**src/rtl/abr_params_pkg.sv**
```systemverilog
// Shared parameters for the MLKEM masked NTT datapath.
package abr_params_pkg;

    // MLKEM modulus and coefficient width
    localparam int MLKEM_Q       = 3329;
    localparam int MLKEM_COEFF_W = 12;

    // Masked butterfly pipeline depths
    localparam int MLKEM_MASKED_ADD_SUB_LATENCY = 7;
    localparam int MLKEM_MASKED_MULT_LATENCY    = 8;
    localparam int MLKEM_MASKED_GS_BF_LATENCY   = MLKEM_MASKED_ADD_SUB_LATENCY
                                                + MLKEM_MASKED_MULT_LATENCY;

    // Share width on the butterfly ports and depth of the unmask output buffer
    localparam int MLKEM_SHARE_WIDTH       = 24;
    localparam int MLKEM_UNMASK_FIFO_DEPTH = 4;

    typedef logic [MLKEM_COEFF_W-1:0] mlkem_coeff_t;

endpackage

```
**src/rtl/ntt_mlkem_unmask_add_red.sv**
```systemverilog
// Recombines two additive shares: s0 + s1, minus Q once if the sum reaches Q.
// Shares are expected to be residues mod Q; out-of-range shares still go through
// the same formula and the low 12 bits are returned.
module ntt_mlkem_unmask_add_red
    import abr_params_pkg::*;
#(
    parameter int WIDTH = MLKEM_SHARE_WIDTH,
    parameter int Q     = MLKEM_Q
) (
    input  logic [1:0][WIDTH-1:0] share_i,
    output mlkem_coeff_t          coeff_o
);

    logic [WIDTH:0] sum;
    logic [WIDTH:0] red;
    logic           unused_hi;

    // Full-width add with one extra carry bit, then a single conditional subtract
    always_comb begin
        sum = {1'b0, share_i[0]} + {1'b0, share_i[1]};
        if (sum >= (WIDTH+1)'(Q)) begin
            red = sum - (WIDTH+1)'(Q);
        end else begin
            red = sum;
        end
    end

    assign coeff_o   = red[MLKEM_COEFF_W-1:0];
    // Upper bits only matter for out-of-range shares and are dropped by design
    assign unused_hi = ^red[WIDTH:MLKEM_COEFF_W];

endmodule

```
**src/rtl/ntt_mlkem_masked_gs_unmask_stage.sv**
```systemverilog
// Unmask stage behind the masked GS butterfly: tracks in-flight ops with a
// valid delay line, recombines u/v shares mod Q, buffers pairs in a FIFO and
// hands credits back to the INTT controller.
//
// Handshakes:
//   issue side : an op is accepted in a clk where issue_i & issue_rdy_o. The
//                controller must not raise issue_i while issue_rdy_o is low;
//                doing so is dropped and latches err_o.
//   output side: the head transfers in a clk where out_valid_o & out_ready_i.
//                out_valid_o never drops without a transfer and u_o/v_o stay
//                stable while out_valid_o is high and out_ready_i is low.
// Credits count every op between acceptance and FIFO read, so the FIFO can
// never be written while full and no butterfly result is lost.
module ntt_mlkem_masked_gs_unmask_stage
    import abr_params_pkg::*;
#(
    parameter int WIDTH   = MLKEM_SHARE_WIDTH,
    parameter int LATENCY = MLKEM_MASKED_GS_BF_LATENCY,
    parameter int DEPTH   = MLKEM_UNMASK_FIFO_DEPTH,
    parameter int Q       = MLKEM_Q
) (
    input  logic                  clk,
    input  logic                  reset_n,
    input  logic                  zeroize,
    input  logic                  issue_i,
    output logic                  issue_rdy_o,
    input  logic [1:0][WIDTH-1:0] u_share_i,
    input  logic [1:0][WIDTH-1:0] v_share_i,
    output logic                  out_valid_o,
    input  logic                  out_ready_i,
    output logic [11:0]           u_o,
    output logic [11:0]           v_o,
    output logic                  err_o
);

    localparam int PTR_W = $clog2(DEPTH);
    localparam int CNT_W = $clog2(DEPTH + 1);

    logic               issue_acc;
    logic               tap;
    logic [LATENCY-1:0] dly;

    mlkem_coeff_t       u_sum;
    mlkem_coeff_t       v_sum;
    logic               comb_valid;
    mlkem_coeff_t       comb_u;
    mlkem_coeff_t       comb_v;

    mlkem_coeff_t       fifo_u [DEPTH];
    mlkem_coeff_t       fifo_v [DEPTH];
    logic [PTR_W-1:0]   wr_ptr;
    logic [PTR_W-1:0]   rd_ptr;
    logic [CNT_W-1:0]   fifo_cnt;
    logic               fifo_wr;
    logic               fifo_rd;
    mlkem_coeff_t       hold_u;
    mlkem_coeff_t       hold_v;

    logic [CNT_W-1:0]   credit_cnt;

    assign issue_rdy_o = (credit_cnt < CNT_W'(DEPTH));
    assign issue_acc   = issue_i & issue_rdy_o;
    assign tap         = dly[LATENCY-1];

    assign out_valid_o = (fifo_cnt != '0);
    assign fifo_wr     = comb_valid;
    assign fifo_rd     = out_valid_o & out_ready_i;

    // Head is shown straight from storage; when empty the last read pair is held
    assign u_o = out_valid_o ? fifo_u[rd_ptr] : hold_u;
    assign v_o = out_valid_o ? fifo_v[rd_ptr] : hold_v;

    ntt_mlkem_unmask_add_red #(.WIDTH(WIDTH), .Q(Q)) u_add_red (
        .share_i (u_share_i),
        .coeff_o (u_sum)
    );

    ntt_mlkem_unmask_add_red #(.WIDTH(WIDTH), .Q(Q)) v_add_red (
        .share_i (v_share_i),
        .coeff_o (v_sum)
    );

    // Valid delay line mirroring the butterfly pipeline; only accepted issues enter
    always_ff @(posedge clk or negedge reset_n) begin
        if (!reset_n) begin
            dly <= '0;
        end else if (zeroize) begin
            dly <= '0;
        end else begin
            dly <= {dly[LATENCY-2:0], issue_acc};
        end
    end

    // Combine register: shares are sampled only in the clk the tap marks valid
    always_ff @(posedge clk or negedge reset_n) begin
        if (!reset_n) begin
            comb_valid <= 1'b0;
            comb_u     <= '0;
            comb_v     <= '0;
        end else if (zeroize) begin
            comb_valid <= 1'b0;
            comb_u     <= '0;
            comb_v     <= '0;
        end else begin
            comb_valid <= tap;
            if (tap) begin
                comb_u <= u_sum;
                comb_v <= v_sum;
            end
        end
    end

    // FIFO storage and hold register for the last pair read out
    always_ff @(posedge clk or negedge reset_n) begin
        if (!reset_n) begin
            for (int i = 0; i < DEPTH; i++) begin
                fifo_u[i] <= '0;
                fifo_v[i] <= '0;
            end
            hold_u <= '0;
            hold_v <= '0;
        end else if (zeroize) begin
            for (int i = 0; i < DEPTH; i++) begin
                fifo_u[i] <= '0;
                fifo_v[i] <= '0;
            end
            hold_u <= '0;
            hold_v <= '0;
        end else begin
            if (fifo_wr) begin
                fifo_u[wr_ptr] <= comb_u;
                fifo_v[wr_ptr] <= comb_v;
            end
            if (fifo_rd) begin
                hold_u <= fifo_u[rd_ptr];
                hold_v <= fifo_v[rd_ptr];
            end
        end
    end

    // FIFO pointers (wrap naturally, DEPTH is a power of 2) and occupancy
    always_ff @(posedge clk or negedge reset_n) begin
        if (!reset_n) begin
            wr_ptr   <= '0;
            rd_ptr   <= '0;
            fifo_cnt <= '0;
        end else if (zeroize) begin
            wr_ptr   <= '0;
            rd_ptr   <= '0;
            fifo_cnt <= '0;
        end else begin
            if (fifo_wr) begin
                wr_ptr <= wr_ptr + PTR_W'(1);
            end
            if (fifo_rd) begin
                rd_ptr <= rd_ptr + PTR_W'(1);
            end
            case ({fifo_wr, fifo_rd})
                2'b10:   fifo_cnt <= fifo_cnt + CNT_W'(1);
                2'b01:   fifo_cnt <= fifo_cnt - CNT_W'(1);
                default: fifo_cnt <= fifo_cnt;
            endcase
        end
    end

    // Credit counter: ops in delay line + combine reg + FIFO
    always_ff @(posedge clk or negedge reset_n) begin
        if (!reset_n) begin
            credit_cnt <= '0;
        end else if (zeroize) begin
            credit_cnt <= '0;
        end else begin
            case ({issue_acc, fifo_rd})
                2'b10:   credit_cnt <= credit_cnt + CNT_W'(1);
                2'b01:   credit_cnt <= credit_cnt - CNT_W'(1);
                default: credit_cnt <= credit_cnt;
            endcase
        end
    end

    // Sticky error on an issue attempted without a credit
    always_ff @(posedge clk or negedge reset_n) begin
        if (!reset_n) begin
            err_o <= 1'b0;
        end else if (zeroize) begin
            err_o <= 1'b0;
        end else if (issue_i && !issue_rdy_o) begin
            err_o <= 1'b1;
        end
    end

endmodule
```
**config.mk**
```make
export PLATFORM = sky130hd
export DESIGN_NAME = ntt_mlkem_masked_gs_unmask_stage
export DESIGN_NICKNAME = d
export VERILOG_FILES = /design/src/rtl/abr_params_pkg.sv /design/src/rtl/ntt_mlkem_unmask_add_red.sv /design/src/rtl/ntt_mlkem_masked_gs_unmask_stage.sv
export SDC_FILE = /design/constraint.sdc
export NUM_CORES = 1
export LEC_CHECK = 0
export BUFFER_PORTS_ARGS = -buffer_cell sky130_fd_sc_hd__buf_2
export CORE_UTILIZATION = 35
export CTS_BUF_LIST = sky130_fd_sc_hd__clkbuf_16
export CTS_CLUSTER_SIZE = 25
export DETAILED_ROUTE_END_ITERATION = 10
export PLACE_DENSITY = 0.53
export SETUP_SLACK_MARGIN = 0.15
export SLEW_MARGIN = 20
export SYNTH_ARGS = -nofsm -noshare
export SYNTH_HDL_FRONTEND = slang
export SYNTH_SLANG_ARGS = --single-unit
export TNS_END_PERCENT = 1
```
**constraint.sdc**
```tcl
create_clock -name clk -period 3.55 [get_ports clk]
set_input_delay 0.1775 -clock clk [delete_from_list [all_inputs] [get_ports clk]]
set_output_delay 0.1775 -clock clk [all_outputs]
set_load 0.05 [all_outputs]
```
==> results of run 1 <==
==> worst paths after layout <==
kind	from	slack, ns	end
setup / recovery	u_share_i[0]	0.36	comb_u[5]
hold / removal	issue_i	0.03	err_o
setup reg to reg	fifo_cnt[1]	1.24	credit_cnt[2]
hold reg to reg	dly[5]	0.47	dly[6]
max in group asynchronous	reset_n	2.47	rd_ptr[0]
min in group asynchronous	reset_n	0.17	hold_v[10]
==> timing repair <==
item / 4_1_cts / 5_1_grt
endpoints found under the hold margin: 27 / 0
setup endpoints to repair: 0 / 2
hold buffers: 2 / 0
==> cell type report <==
cell class	count	share of cell area, %
clock inverter	15	1.40
sequential	171	32.5
clock buffer	17	3.23
tap	402	3.82
timing repair buffer	188	8.60
inverter	26	0.741
multi-input combinational	1009	49.7
==> power breakdown <==
part | internal [mW] | switching [mW] | leakage (nW)
logic | 0.387 | 0.548 | 3.02
clock network | 1.16 | 0.772 | 0.296
registers | 1.95 | 0.00290 | 2.39
==> kinds of logic (layout without fill, tap and decap cells) <==
group | Yosys count | in the layout | synth area share (%)
fa+ha+maj | 60 | 60 | 6.92
simple gates | 513 | 513 | 20.7
xor+xnor | 39 | 39 | 3.03
mux | 59 | 59 | 8.16
compound gates | 338 | 338 | 19.2
buf+inv | 116 | 246 | 4.12
flops | 171 | 171 | 37.9
==> worst reg2reg max path, cell delays in order (launching register included) <==
cell	delay (ns)
dfrtp_1	0.41
or3_1	0.41
nand2_1	0.10
buf_4	0.34
nor2_1	0.12
fa_1	0.41
nor4_1	0.28
a221oi_1	0.08
nor2_1	0.10
==> per-stage QoR <==
stage               utilization, %  setup TNS (ns)  power, mW
floorplan                        -               0       2.60
global placement              39.6          -0.110       2.92
detailed placement            39.6          -0.118       2.92
CTS                           41.6               0       4.88
global route                  41.6               0       5.05
finish                        41.6               0       4.83
==> per-layer routing <==
layer | track usage (%) | up-vias
met5 | 0 | -
li1 | - | 4837
met1 | 27.0 | 4630
met3 | 1.87 | 18
met4 | 4.31 | 0
met2 | 27.4 | 181
==> cell usage in the layout, fill, tap and decap left out, types with 5 or more instances in the layout <==
cell	Yosys	routed
a211o_1	5	5
a211oi_1	15	15
a21o_1	23	23
a21oi_1	165	165
a311oi_1	6	6
a311oi_2	5	5
a31oi_1	10	10
and2_1	11	11
and3_1	6	6
buf_2	6	125
buf_4	0	58
clkbuf_16	0	17
dfrtp_1	171	171
ha_1	56	56
inv_1	25	28
mux2_2	24	24
mux2i_1	11	11
mux4_2	24	24
nand2_1	298	296
nand2b_1	10	10
nand3_1	19	19
nand3b_1	5	5
nand4_1	16	16
nor2_1	64	64
nor2b_1	21	21
nor3_1	13	13
nor3b_1	11	11
o211ai_1	6	6
o21a_1	6	6
o21ai_0	34	34
o21bai_1	8	8
o22ai_1	5	5
o311ai_0	6	6
or3_1	13	13
xnor2_1	21	21
xor2_1	18	18
==> cell usage after synthesis (all sizes together) (21+ instances only) <==
cell type    n  area (um^2)
a21o        23          173
a21oi      166          835
clkbuf      76          285
dfrtp      171         4280
ha          56          701
inv         25         93.8
mux2        24          270
mux4        24          541
nand2      298         1120
nor2        65          246
nor2b       21          131
o21ai       38          194
xnor2       21          184
==> flip-flops by register name (all words and copies together), names as in the netlist <==
name and flops:
fifo_u 48, rd_ptr 2, comb_u 12, comb_v 12, credit_cnt 3, hold_u 12
wr_ptr 2, fifo_v 48, err_o 1, comb_valid 1, dly 15, hold_v 12
fifo_cnt 3
==> results.md, run 1 <==
- Clk root buf: clkbuf_16
- Via count: 9666
- Setup Fix Bufs, Post-CTS: 0
- Initial Utilization: 35.7%
- Total die area: 0.0330 mm^2
- DP HPWL: between 15000 and 20000 um
- Fin crit share: around nine tenths
- Period minus WS final: 3.19 ns
- First-pass GRT wire length: 48500 um
- Final wirelength: 28700 um
- Final slew viol count: 0
- Drt first-iter violations: ~560
- Sequential Area: between 0.004 and 0.005 mm^2
- WL met2: around 13000 um
- Top FF cell, synth: dfrtp_1
- Clock Tree Buf Depth: 2
- Number of flops mapped to enable cells by yosys: 0
- Synth Register Bits: 171
- # IOs: 128
- Share of cells above drive strength 1: 20.3%
- H-tree levels: 4
- Placed cells: around 1800
- Fin area: 0.0132 mm^2
- Critical Path AT: ~3.5 ns
- DRC: 0
- Buffers added on ports: around 130
- Power Density: 367 mW/mm^2
- Highest routing layer actually used: met4
- Antenna violations before repair: 0
- ANT cells: 0
- CP max stage cell: nor3_4
- Clk slew on worst S/H paths: 0.07 ns
- GRT Total Usage: 17.9%
- Post-Syn Area: 0.0113 mm^2
- Delay-heaviest family, CP: compound AO/OA/AOI/OAI gates
- Worst path required time: 3.89 ns
- Buf+Inv Stages, Crit Path: 2
- Slew @ Worst Pin: 1.08 ns
- # fillers: 3194
- Vias in the first global route: between 9000 and 10000
- Crit Path Category: primary input to flop
- Crit. path cell count: 14
- # resized after CTS: 0
- Final Setup Violations: 0
- Netlist cell types: a little under 80
- Post-synthesis sequential area ratio: between 30% and 40%
- Cell row count: 65
- Synth-to-Final Area Change: 16.7%
- GP Congestion: 0.837
- Hold crit path type: primary input to flop
- Fmax: 313 MHz
- Skew-Pair Late Insertion Delay: 0.43 ns
- Largest net degree at the start of global routing: 99
- Die height: 182 um
- IR drop worst, VDD: 325 uV
- Post-route ant nets: 0
- Cells after Synth: 1296
- Dpl cell area: 0.0125 mm^2
- Multi-input logic area: 0.00655 mm^2
- CP dominant cell by count: o21ai_0
- Non-Filler Instances: ~1800
- Final Hold Slack: around 0.035 ns
- CP max stage delay: 0.44 ns
- RSZ-0062 raised after global routing: true
- Pre-antenna DRT Iters: 4
- CTS tree: yes
- MaxCap Viol Count: 0
- Core area: 0.0316 mm^2
- Slew HR: ~28%
- CP endpoint kind: flop
- Worst Skew: 0.0125 ns
- Remaining global-route overflow: 0
- Reg2Reg Depth: 8
- Syn nets: 1457
- Crit path max fanout: 15
- Cell Chain, Critical Path: buf_2, ha_1, fa_1, a211oi_1, nor2_1, o21ai_0, buf_4, a31oi_1, o21ai_0, mux2i_1, nand4_2, nor3_4, o21ai_0, a311oi_2
- Avg Inst Size Synth: 8.71 um^2
- Hold Path Stages: 3
- Clock sink count: 171
- Final Hold Vio Count: 0
- Setup WS pre-CTS: -0.0507 ns
- P_leak: 5.70 nW
- Setup WS post-layout: 0.358 ns
- Post-synth ARST share: 100%
- Total Nets Final: 1574
- Die W: about 180 um
- Run status: completed
- CP Launch Type: primary input
- Synthesis warning total: 0
- CTS Buf Count: 17
- WL met3: 843 um
- Vias per inst: around 5.3
- Routed WL per cell: 15.7 um
- Met1 WL: 14900 um
Power figures use the tool's default switching activity.
==> inputs of run 2 (changes only) <==
--- a/config.mk
+++ b/config.mk
@@ -6,6 +6,7 @@
 export NUM_CORES = 1
 export LEC_CHECK = 0
 export BUFFER_PORTS_ARGS = -buffer_cell sky130_fd_sc_hd__buf_2
+export CORE_ASPECT_RATIO = 1.4
 export CORE_UTILIZATION = 35
 export CTS_BUF_LIST = sky130_fd_sc_hd__clkbuf_16
 export CTS_CLUSTER_SIZE = 25
==> constraint.sdc (replaced) <==
create_clock -name clk -period 3.55 [get_ports clk]
set_input_delay 0.1775 -clock clk [delete_from_list [all_inputs] [get_ports clk]]
set_output_delay 0.1775 -clock clk [all_outputs]
set_load 0.1 [all_outputs]
==> results.md, run 2 (synthesis gave the netlist of run 1 again) <==
- Reg2Reg Depth: 8
- Hold crit path type: primary input to flop
- # fillers: between 3000 and 4000
- CTS Buf Count: 17
- P_leak: 5.70 nW
- Top Registers: fifo_u x48, fifo_v x48, dly x15
- Fmax: approximately 320 MHz
- # IOs: 128
- ANT cells: 0
- RSZ-0062 raised after global routing: false
- Die W: 154 um
- Core area: 0.0317 mm^2
- DP HPWL: 21200 um
- Most frequent cells in the layout: nand2_1, dfrtp_1, a21oi_1
- Final Hold Vio Count: 0
- Vias per inst: ~5.4
- Routed WL per cell: 16.5 um
- Non-Filler Instances: 1817
- Clock Tree Buf Depth: 2
- Period minus WS final: 3.16 ns
- CP endpoint kind: flop
- Pre-antenna DRT Iters: 5
- Remaining global-route overflow: 0
- Placed cells: roughly 1800
- Final Hold Slack: 0.0202 ns
- IR drop worst, VDD: 319 uV
- Share of cells above drive strength 1: 20.1%
- Final TNS setup: 0 ns
- Buffers added on ports: 127
- Clk root buf: clkbuf_16
- Delay-heaviest family, CP: compound AO/OA/AOI/OAI gates
- DRC: 0
- Cell Chain, Critical Path: buf_2, ha_1, fa_1, a21oi_2, o211ai_4, buf_4, nor4b_1, o311ai_0, a31oi_1, a311oi_1, a311oi_1, nand2_1, buf_12, a32o_1, a211oi_2
- CTS tree: yes
- Run status: completed
- CP Launch Type: primary input
- GP Congestion: 0.840
- Most common cell after layout, fill and taps aside: nand2_1
- Critical Path AT: 3.51 ns
- Skew-Pair Late Insertion Delay: 0.43 ns
- Die height: roughly 210 um
- Hold Path Stages: 3
- CP max stage delay: 0.42 ns
- Final Core Density: 41.5%
- CP max stage cell: fa_1
- Setup WS pre-CTS: -0.0335 ns
- Slew @ Worst Pin: 1.17 ns
- Slew HR: 22.1%
- Cell row count: 77
- Final slew viol count: 0
- Initial Utilization: 35.6%
- Via count: 9819
- Total Nets Final: 1572
- Total die area: 0.0330 mm^2
- Crit Path Category: primary input to flop
- Worst path required time: 3.90 ns
- Largest net degree at the start of global routing: 171
- Drt first-iter violations: approximately 460
- H-tree levels: 4
- Power Density: 366 mW/mm^2
- Post-route ant nets: 0
- Worst Skew: 0.00724 ns
- Clk slew on worst S/H paths: 0.06 ns
- Antenna violations before repair: 0
- First-pass GRT wire length: 50800 um
- CP dominant cell by count: a311oi_1
- Final Setup Violations: 0
- GRT Total Usage: 19.0%
- Setup Fix Bufs, Post-CTS: 0
- Buf+Inv Stages, Crit Path: 3
- Clock sink count: around 170
- Crit path max fanout: 20
- Final wirelength: 30100 um
- Vias in the first global route: around 10000
- Crit. path cell count: 15
- Synth-to-Final Area Change: 16.5%
- MaxCap Viol Count: 0
- Setup WS post-layout: 0.390 ns
- Fin crit share: 89.0%
run 2: changes by cell type in the layout (fill, tap and decap cells not counted), moves of 2 or more:
cell,change
clkinv_1,+3
buf_4,-3
buf_12,+2
clkinvlp_4,-3
run 2: area by class of cell:
type                       instances  area (um^2)  share of cell area, %
multi-input combinational       1009         6550                   49.8
inverter                          26         97.6                  0.742
timing repair buffer             186         1140                   8.67
sequential                       171         4280                   32.5
tap                              395          494                   3.76
clock inverter                    13          160                   1.22
clock buffer                      17          425                   3.24
run 2: final timing paths:
path / startpoint / slack, ns / end
min reg2reg: dly[2] / 0.46 / dly[3]
max: v_share_i[0] / 0.39 / comb_v[7]
min: issue_i / 0.02 / err_o
max in group asynchronous: reset_n / 2.30 / fifo_v[19]
min in group asynchronous: reset_n / 0.36 / fifo_v[16]
max reg2reg: fifo_cnt[0] / 0.88 / credit_cnt[2]
run 2: layer usage:
| layer | up-vias | global-route usage [%] | routed length [um] |
|---|---|---|---|
| met3 | 48 | 2.04 | 813 |
| met2 | 213 | 33.4 | 15300 |
| met5 | - | 0 | 0 |
| met4 | 0 | 6.67 | 673 |
| li1 | 4820 | - | - |
| met1 | 4738 | 24.1 | 13300 |
run 2: worst register-to-register path: cells and delay by family (launching register included):
family	cells	cell delay (ns)
simple gates	5	1.33
fa+ha+maj	1	0.40
flops	1	0.42
buf+inv	1	0.36
compound gates	1	0.08
run 2: per-stage QoR:
| step | instance area (um^2) | total power, mW |
|---|---|---|
| after floorplan | 11300 | 2.60 |
| after global placement | 12500 | 2.95 |
| after detailed placement | 12500 | 2.95 |
| after CTS | 13100 | 4.85 |
| after global routing | 13100 | 5.03 |
| final | 13100 | 4.81 |
run 2: what timing repair did:
item | CTS | global route
gates resized for setup | 0 | 1
hold buffers | 1 | 0
setup endpoints to repair | 0 | 3
endpoints found under the hold margin | 83 | 0
run 2: where the power goes:
group | switching, mW | leakage, nW | total (mW) | internal [mW]
Sequential | 0.00295 | 2.39 | 1.96 | 1.95
Combinational | 0.558 | 3.02 | 0.953 | 0.395
Clock | 0.751 | 0.291 | 1.90 | 1.15
Total | 1.31 | 5.70 | 4.81 | 3.50
==> inputs of run 3 (changes only) <==
--- a/config.mk
+++ b/config.mk
@@ -7,11 +7,11 @@
 export LEC_CHECK = 0
 export BUFFER_PORTS_ARGS = -buffer_cell sky130_fd_sc_hd__buf_2
 export CORE_ASPECT_RATIO = 1.4
-export CORE_UTILIZATION = 35
+export CORE_UTILIZATION = 60
 export CTS_BUF_LIST = sky130_fd_sc_hd__clkbuf_16
 export CTS_CLUSTER_SIZE = 25
 export DETAILED_ROUTE_END_ITERATION = 10
-export PLACE_DENSITY = 0.53
+export PLACE_DENSITY = 0.83
 export SETUP_SLACK_MARGIN = 0.15
 export SLEW_MARGIN = 20
 export SYNTH_ARGS = -nofsm -noshare
==> results.md, run 3 (synthesis gave the netlist of run 1 again) <==
- Vias in the first global route: approximately 10000
- Synth-to-Final Area Change: 14.2%
- P_sw: 1.35 mW
- Die W: 118 um
- GP Congestion: 0.933
- First-pass GRT wire length: 46900 um
- CP max stage delay: roughly 0.42 ns
- Final slew viol count: 0
- Sequential fraction of design power: 40.7%
- Clock Tree Buf Depth: 2
- Die height: 164 um
- Clock sink count: 171
- Period minus WS final: 3.19 ns
- # fillers: 1447
- Most frequent cells in the layout: nand2_1, dfrtp_1, a21oi_1
- ANT cells: 0
- CP dominant cell by count: a311oi_1
- Largest net degree at the start of global routing: 171
- Final Setup Violations: 0
- DRC: 2
- Worst r2r dst: credit_cnt[2]
- Final Hold Vio Count: 0
- Share of cells above drive strength 1: 19.9%
- # IOs: 128
- Cell row count: 59
- Via count: 10200
- Total die area: 0.0194 mm^2
- Skew-Pair Late Insertion Delay: 0.43 ns
- Clk root buf: clkbuf_16
- Remaining global-route overflow: 0
- Buf+Inv Stages, Crit Path: 3
- Buffers added on ports: 127
- Hold crit path type: primary input to flop
- Power Density: 372 mW/mm^2
- Fin crit share: 89.7%
- Core area: 0.0185 mm^2
- Worst Skew: 0.00942 ns
- Run status: finished with violations
- Pre-antenna DRT Iters: 8
- Fin area: 0.0129 mm^2
- H-tree levels: 4
- Slew @ Worst Pin: 1.22 ns
- CTS Buf Count: 17
- CP endpoint kind: flop
- Power share of the clock group: 40.1%
- Violated checks: design-rule violations
- CTS tree: yes
- Antenna violations before repair: 0
- Most common cell after layout, fill and taps aside: nand2_1
- Post-route ant nets: 0
- Total Power: 4.80 mW
- Total Nets Final: 1562
- Routed WL per cell: 17.2 um
- Min-delay src: issue_i
- Clk slew on worst S/H paths: 0.07 ns
- Fmax: approximately 310 MHz
- Initial Utilization: about 60%
- Crit Path Category: primary input to flop
- Gate power share: 19.2%
- R2R Path Start: fifo_cnt[1]
- Vias per inst: 6.15
- RSZ-0062 raised after global routing: false
- Final Hold Slack: 0.0276 ns
- Final wirelength: between 20000 and 30000 um
- Dpl cell area: 0.0122 mm^2
- Reg2Reg Depth: 8
- Slew HR: a little under a fifth
- Worst path required time: 3.90 ns
- Hold Path Sink: err_o
- Int Power: 3.45 mW
- Top Registers: fifo_u x48, fifo_v x48, dly x15
- Crit path max fanout: 20
- CP max stage cell: fa_1
- Delay-heaviest family, CP: compound AO/OA/AOI/OAI gates
- Final TNS setup: 0 ns
- IR drop worst, VDD: 233 uV
- R2R setup slack: ~0.9 ns
- GRT Total Usage: 30.1%
- Critical Path AT: ~3.5 ns
- MaxCap Viol Count: 0
- P_leak: 5.64 nW
- Cell Chain, Critical Path: buf_2, ha_1, fa_1, a21oi_2, o211ai_4, buf_4, nor4b_1, o311ai_0, a31oi_1, a311oi_1, a311oi_1, nand2_1, buf_12, a32o_1, a211oi_2
- Drt first-iter violations: ~750
- DP HPWL: 19100 um
- Switching Fraction: 28.1%
- CP Launch Type: primary input
- Hold Path Stages: 3
==> run 3: repair_timing <==
action | in CTS | in global routing
resized for setup | 0 | 3
endpoints found under the setup margin | 0 | 12
hold buffers | 1 | 0
setup buffers | 0 | 2
hold endpoints to repair | 103 | 0
==> run 3: worst min-delay path: stages <==
cell	delay, ns
buf_2	0.11
a21oi_1	0.06
nor2_1	0.07
==> run 3: final cells by class <==
cell class / instances / area, um^2 / area share, %
Clock buffer: 17 / 425 / 3.30
Clock inverter: 15 / 185 / 1.44
Inverter: 26 / 97.6 / 0.757
Multi-Input combinational cell: 1009 / 6550 / 50.8
Sequential cell: 171 / 4280 / 33.2
Tap cell: 244 / 305 / 2.37
Timing Repair Buffer: 176 / 1050 / 8.16
==> run 3: worst max-delay path by stage <==
stage | end | startpoint | cells past startpoint | slack (ns)
5_1_grt | comb_u[11] | u_share_i[0] | 13 | 0.18
2_1_floorplan | comb_v[7] | v_share_i[0] | 13 | 0.20
6_report | comb_v[7] | v_share_i[0] | 15 | 0.36
3_5_place_dp | comb_u[8] | u_share_i[0] | 14 | -0.17
4_1_cts | comb_u[8] | u_share_i[0] | 14 | 0.28
3_3_place_gp | comb_v[7] | v_share_i[0] | 15 | 0.01
==> run 3: stage by stage <==
step / instances / setup WS (ns) / utilization (%)
after CTS: 1656 / 0.282 / 69.4
after detailed placement: 1623 / -0.169 / 66.1
after global routing: 1658 / 0.176 / 69.6
final: 1658 / 0.365 / 69.6
after global placement: 1623 / 0.0126 / 66.1
after floorplan: 1296 / 0.196 / -
==> run 3: power by group through the flow <==
stage | sequential (mW) | combinational [mW] | clock [mW]
6_report | 1.96 | 0.921 | 1.92
5_1_grt | 1.95 | 1.02 | 2.01
4_1_cts | 1.96 | 0.911 | 1.94
3_5_place_dp | 1.99 | 0.906 | 0
3_3_place_gp | 1.99 | 0.896 | 0
2_1_floorplan | 1.99 | 0.606 | 0
==> run 3: metal layers <==
metal  part of all wire, %  global-route usage (%)
met5                     0                       0
met2                    53                    56.3
met4                   2.8                    13.5
met3                   5.6                    3.72
met1                    39                    34.2
